### src/rtl/fifo_ptr_ctrl.sv
// Pointer, occupancy and flag controller for the SpaceWire FIFOs driving the mem_data array.
// Optional sticky overflow/underflow flags are built only when FIFO_CTRL_ERR_FLAGS_EN is defined.
module fifo_ptr_ctrl #(
   parameter int AWIDTH = 6
) (
   input  logic              clock,
   input  logic              reset,
   input  logic              wr_en,
   input  logic              rd_en,
   output logic [AWIDTH-1:0] wr_ptr,
   output logic [AWIDTH-1:0] rd_ptr,
   output logic [AWIDTH-1:0] count,
   output logic              full,
   output logic              empty,
`ifdef FIFO_CTRL_ERR_FLAGS_EN
   output logic              rd_valid,
   output logic              overflow,
   output logic              underflow
`else
   output logic              rd_valid
`endif
);

   // One slot is held back so wr_ptr never lands on an unread entry.
   localparam logic [AWIDTH-1:0] CNT_MAX = '1;
   localparam logic [AWIDTH-1:0] ONE     = AWIDTH'(1);

   logic              push_ok;
   logic              pop_ok;
   logic [AWIDTH-1:0] count_nxt;
   logic [AWIDTH-1:0] wr_ptr_nxt;
   logic [AWIDTH-1:0] rd_ptr_nxt;

   always_comb begin
      push_ok    = wr_en & ~full;
      pop_ok     = rd_en & ~empty;
      count_nxt  = count;
      wr_ptr_nxt = wr_ptr;
      rd_ptr_nxt = rd_ptr;
      if (push_ok) begin
         wr_ptr_nxt = wr_ptr + ONE;
      end
      if (pop_ok) begin
         rd_ptr_nxt = rd_ptr + ONE;
      end
      case ({push_ok, pop_ok})
         2'b10:   count_nxt = count + ONE;
         2'b01:   count_nxt = count - ONE;
         default: count_nxt = count;
      endcase
   end

   // Flags follow the next count so they are valid right after the edge.
   always_ff @(posedge clock) begin
      if (reset) begin
         wr_ptr   <= '0;
         rd_ptr   <= '0;
         count    <= '0;
         full     <= 1'b0;
         empty    <= 1'b1;
         rd_valid <= 1'b0;
      end else begin
         wr_ptr   <= wr_ptr_nxt;
         rd_ptr   <= rd_ptr_nxt;
         count    <= count_nxt;
         full     <= (count_nxt == CNT_MAX);
         empty    <= (count_nxt == '0);
         rd_valid <= pop_ok;
      end
   end

`ifdef FIFO_CTRL_ERR_FLAGS_EN
   always_ff @(posedge clock) begin
      if (reset) begin
         overflow  <= 1'b0;
         underflow <= 1'b0;
      end else begin
         overflow  <= overflow | (wr_en & full);
         underflow <= underflow | (rd_en & empty);
      end
   end
`endif

endmodule

### config.mk
export PLATFORM = sky130hd
export DESIGN_NAME = fifo_ptr_ctrl
export DESIGN_NICKNAME = d
export VERILOG_FILES = /design/src/rtl/fifo_ptr_ctrl.sv
export SDC_FILE = /design/constraint.sdc
export NUM_CORES = 1
export LEC_CHECK = 0
export BUFFER_PORTS_ARGS = -buffer_cell sky130_fd_sc_hd__buf_2
export CAP_MARGIN = 20
export CORE_UTILIZATION = 30
export CTS_CLUSTER_SIZE = 16
export DETAILED_ROUTE_END_ITERATION = 8
export SYNTH_ARGS = -nofsm -noshare
export SYNTH_HDL_FRONTEND = slang
export SYNTH_SLANG_ARGS = --single-unit
### constraint.sdc
create_clock -name clock -period 2.7 [get_ports clock]
set_input_delay 0.135 -clock clock [delete_from_list [all_inputs] [get_ports clock]]
set_output_delay 0.135 -clock clock [all_outputs]
set_load 0.02 [all_outputs]
# Word-level counts from Yosys, hierarchy flattened
# Index checks and enable logic that the tools add are counted.
op_classes:
  add_sub_neg: 4
  eq_ne: 3
  mux: 1
  bitwise_logic: 4
  n_reduce_logical: 1
ops:
  columns: ["operator", "n"]
  rows:
  - ["6-bit by 1-bit adder with 6-bit output, second input constant", 3]
  - ["6-bit one-hot mux with 2 select lines", 1]
  - ["6-bit equality test, second input constant", 1]
  - ["6-bit logical NOT", 1]
  - ["6-bit by 1-bit subtractor with 6-bit output, second input constant", 1]
  - ["1-bit bitwise AND", 2]
  - ["2-bit by 1-bit equality test with 1-bit output, second input constant", 1]
  - ["2-bit equality test, second input constant", 1]
  - ["1-bit NOT", 2]
word_totals:
  reg_bits: 21
  inputBits: 4
  out_inout_bits: 21
  elab_cells: 19

# Longest topological paths before layout
depth:
  word_depth: 5
  depth_mapped: 11
  depth_no_buf: 10

# Worst setup path after synthesis
# Ideal clock, no wire load.
synth_timing:
  path_kind: "register -> register"
  start: "reg full"
  end: "reg full"
  setup_time_ps: 88
  t_arrival_ps: 2261
  required_ps: 2612
  path_slack_ps: 351
  stages_incl_launch_ff: 12
  n_path_buf: 1
  synth_period_minus_slack_ps: 2349
  path_cell_list: "dfxtp_1 > nor2b_4 > buf_6 > nor2_4 > xor2_1 > ha_1 > or3b_2 > nand4_1 > a21oi_1 > xnor2_1 > or2b_1 > nor4_2"
synth_between:
  elab_chain_cells: 5
  elab_cells_between_ends: 6
  classes_between: "3 x eq/ne; 1 x mux; 2 x bitwise"
synth_lines:
  columns: ["item", "line_no", "source"]
  rows:
  - ["start: declaration", "13", "output logic full,"]
  - ["start signal: assignment", "66", "full <= (count_nxt == CNT_MAX);"]
  - ["1-bit NOT *", "35", "push_ok = wr_en & ~full;"]
  - ["1-bit bitwise AND *", "35", null]
  - ["2-bit by 1-bit equality test with 1-bit output / 2-bit equality test (equally long branches)", "46", "case ({push_ok, pop_ok})"]
  - ["6-bit one-hot mux with 2 select lines *", "46", null]
  - ["6-bit equality test *", "66", null]
# Every way passes the cells marked *; elsewhere a longest branch is shown, timed or not.
# A chain may end at the register's enable or synchronous reset.

# Worst setup path in the final report
layout_timing:
  start: "reg full"
  end: "reg empty"
layout_between:
  elab_chain_cells: 5
  elab_cells_between_ends: 6
  classes_between: "2 x eq/ne; 1 x mux; 2 x bitwise; 1 x reduce/logical"
layout_lines:
  columns: ["item", "line_no", "source"]
  rows:
  - ["1-bit NOT *", "35", null]
  - ["1-bit bitwise AND *", "35", null]
  - ["2-bit by 1-bit equality test with 1-bit output / 2-bit equality test (equally long branches)", "46", null]
  - ["6-bit one-hot mux with 2 select lines *", "46", null]
  - ["6-bit logical NOT *", "67", "empty <= (count_nxt == '0);"]
  - ["end signal: assignment", "67", null]
  - ["end: declaration", "14", "output logic empty,"]
# Marks and branches as above.

==> flow_metrics.tcl <==
set metrics [dict create \
    min-delay-start "rd_en" \
    postCtsSetupRepairBufs 0 \
    count_of_antenna_violating_nets_left_after_detailed_routing 0 \
    timing.critical_path.to_type "flip-flop" \
    fp-row-count 22 \
    cts_tree "built" \
    tightest_slew_ns 0.467 \
    via_per_inst 4.97 \
    setup_viol_count_final 0 \
    globalRouteOverflowTotal 0 \
    io_buffers 24 \
    grt_start_max_net_pins 21 \
    globalRouteMet2Util_pct 19.3 \
    final_design_area_no_fill_um2 1390 \
    global_route.usage.total_pct 11.9 \
    cap_viol_max_count 0 \
    setup_repair_after_global_routing_missed_its_margin "no" \
    worstSetupPathType "flip-flop to flip-flop" \
    global_route_wire_length_before_repair_mm 4.04 \
    ctsLongestPathBuffers 2 \
    finalWirelength_mm 2.40 \
    avgSynthCellArea_um2 8.96 \
    synth.lib_cells_used.distinct 46 \
    cts-root-buf "clkbuf_8" \
    routabilityCongestion 0.879 \
    grt_pass1_vias 912 \
    final.period_utilization_pct 92.4 \
    yosys_warnings 0 \
    whs_path_depth 3 \
    max_slew_margin_pct 68.8 \
    post_dp_cell_area_um2 1340 \
    r2r_slack_ns 0.21 \
    remaining_drc_errors 0 \
    synthFlopType "dfxtp_1" \
    hold_end "rd_valid" \
    antenna_violations_before_repair 0 \
    final_period_minus_worst_setup_slack_ns 2.49 \
    synth.largest_area_cell "dfxtp_1" \
    synth.top_cells.by_area "dfxtp_1, nor2_1, xor2_1" \
    p_leak_nw 0.581 \
    number_of_max_slew_violations_in_the_final_report 0 \
    synth_async_sr_flop_share_pct 0 \
    ir_drop_mv 0.259 \
    worst_flop_to_flop_path_endpoint "empty" \
    core_um2 3770 \
    startpoint_class_of_the_critical_path "flip-flop" \
    dr_total_vias 1013 \
    crit_fanout 10 \
    die_area_um2 4320 \
    tritoncts_num_sinks 21 \
    netlist_area_um2 1220 \
    io_pins 25 \
    cts.clk_slew.worst_paths_ns 0.08 \
    insertion_delay_ns 0.26 \
    powerDensity_nw_per_um2 601 \
    synth.top_cell.area_share_pct 34.5 \
    final_cell_mix "buf_2, dfxtp_1, nor2_1" \
    worstHoldPathType "primary input to flip-flop" \
    global_route.usage.met3_pct 2.43 \
    dp.final_hpwl_mm 1.81 \
    timing.critical_path.required_ns 2.90 \
    outcome "complete, no violations" \
    cts-buffers-inserted 3 \
    area_delta_synth_final_pct 14.1 \
    dr.pass1.iters 2 \
    total_chip_power_uw 835 \
    final_common_cell "buf_2" \
    die_y_um 65.7 \
    synth_sequential_area_ratio_pct 34.5 \
    setup_total_negative_slack_ns 0 \
    grt-busiest-layer "met2" \
    syn_nets 144 \
    cts_resized 0 \
    insertedDiodeCount 0 \
    count_of_state_elements_after_synthesis 21 \
    layout-drive-gt1-share_pct 27.6 \
    h-tree-depth 1 \
    postCtsHoldBufs 0 \
    final_nets 165 \
    grtUsageMet1_pct 16.3 \
    routedWlPerCell_um 11.7 \
    initial_utilization_pct 32.3 \
    skew_ns 0.00402 \
    crit_arrival_ns 2.70 \
    clock.fmax_mhz 401 \
    synth_edf_count 0 \
    regToRegStartpoint "full" \
    dieWidth_um 65.7 \
    finalHoldViolations 0 \
    reg2regPathDepth 9 \
    drt_iter0_markers 24 \
    synthCells 136 \
]
==> critical path, cell delays in order, from the launching register on <==
cell,delay (ns)
dfxtp_1,0.34
nor2b_4,0.29
nor2_4,0.12
xor2_1,0.16
ha_1,0.22
a21oi_1,0.25
xor2_1,0.18
or4b_1,0.49
a21oi_1,0.20
a41o_1,0.19
==> power by group <==
part	switching (mW)	internal [mW]	total, mW
clock	0.105	0.103	0.208
sequential	0.0400	0.333	0.373
combinational	0.151	0.103	0.254
==> how the worst max path moves through the flow <==
| stage | slack [ns] | start | end |
|---|---|---|---|
| after floorplan | 0.35 | full | full |
| after global placement | 0.29 | full | empty |
| after detailed placement | 0.24 | full | empty |
| after CTS | 0.20 | full | empty |
| after global routing | 0.09 | full | empty |
| final | 0.21 | full | empty |
==> logic make-up (layout without fill, tap and decap cells) <==
| logic type | Yosys count | in the layout | share of synthesized area (%) |
|---|---|---|---|
| DFF | 21 | 21 | 34.5 |
| AOI/OAI and AO/OA | 25 | 25 | 13.9 |
| xor gates and xnor gates | 14 | 14 | 10.1 |
| adders and majority gates | 4 | 4 | 4.11 |
| buffers and inverters | 12 | 32 | 6.67 |
| muxes | 2 | 2 | 1.64 |
| and+or+nand+nor | 58 | 58 | 29.2 |
==> per-layer routing <==
metal | routed length (µm) | up-vias
met3 | 89 | 0
met1 | 1200 | 476
met2 | 1100 | 12
li1 | - | 525
met4 | 0 | 0
met5 | 0 | -
==> cells in the mapped netlist, types with 3 or more instances <==
cell type,instances
xor2_1,8
nand4_1,8
xnor2_1,6
nand2_1,11
ha_1,4
clkbuf_1,3
dfxtp_1,21
a21oi_1,9
o21ai_0,3
nor2_1,19
==> final cells by class <==
| type | instances | area, µm² |
|---|---|---|
| Inverter | 3 | 18.8 |
| Clock buffer | 3 | 41.3 |
| Multi-Input combinational cell | 103 | 717 |
| Fill cell | 391 | 2380 |
| Timing Repair Buffer | 25 | 128 |
| Sequential cell | 21 | 420 |
| Tap cell | 48 | 60.1 |
| Clock inverter | 1 | 5.00 |
==> stage by stage <==
stage          std cells  setup slack (ns)  util [%]  hold slack, ns
2_1_floorplan        136             0.351         -           0.215
3_3_place_gp         200             0.286      35.6           0.464
3_5_place_dp         200             0.236      35.6           0.473
4_1_cts              204             0.202      36.9           0.204
5_1_grt              204            0.0896      36.9           0.208
6_report             204             0.206      36.9           0.206
==> sequential cells by signal (all words and copies together), names as in the netlist <==
name,flops
wr_ptr,6
empty,1
rd_valid,1
rd_ptr,6
count,6
full,1
Note: power is estimated with default switching activity, not from simulation.
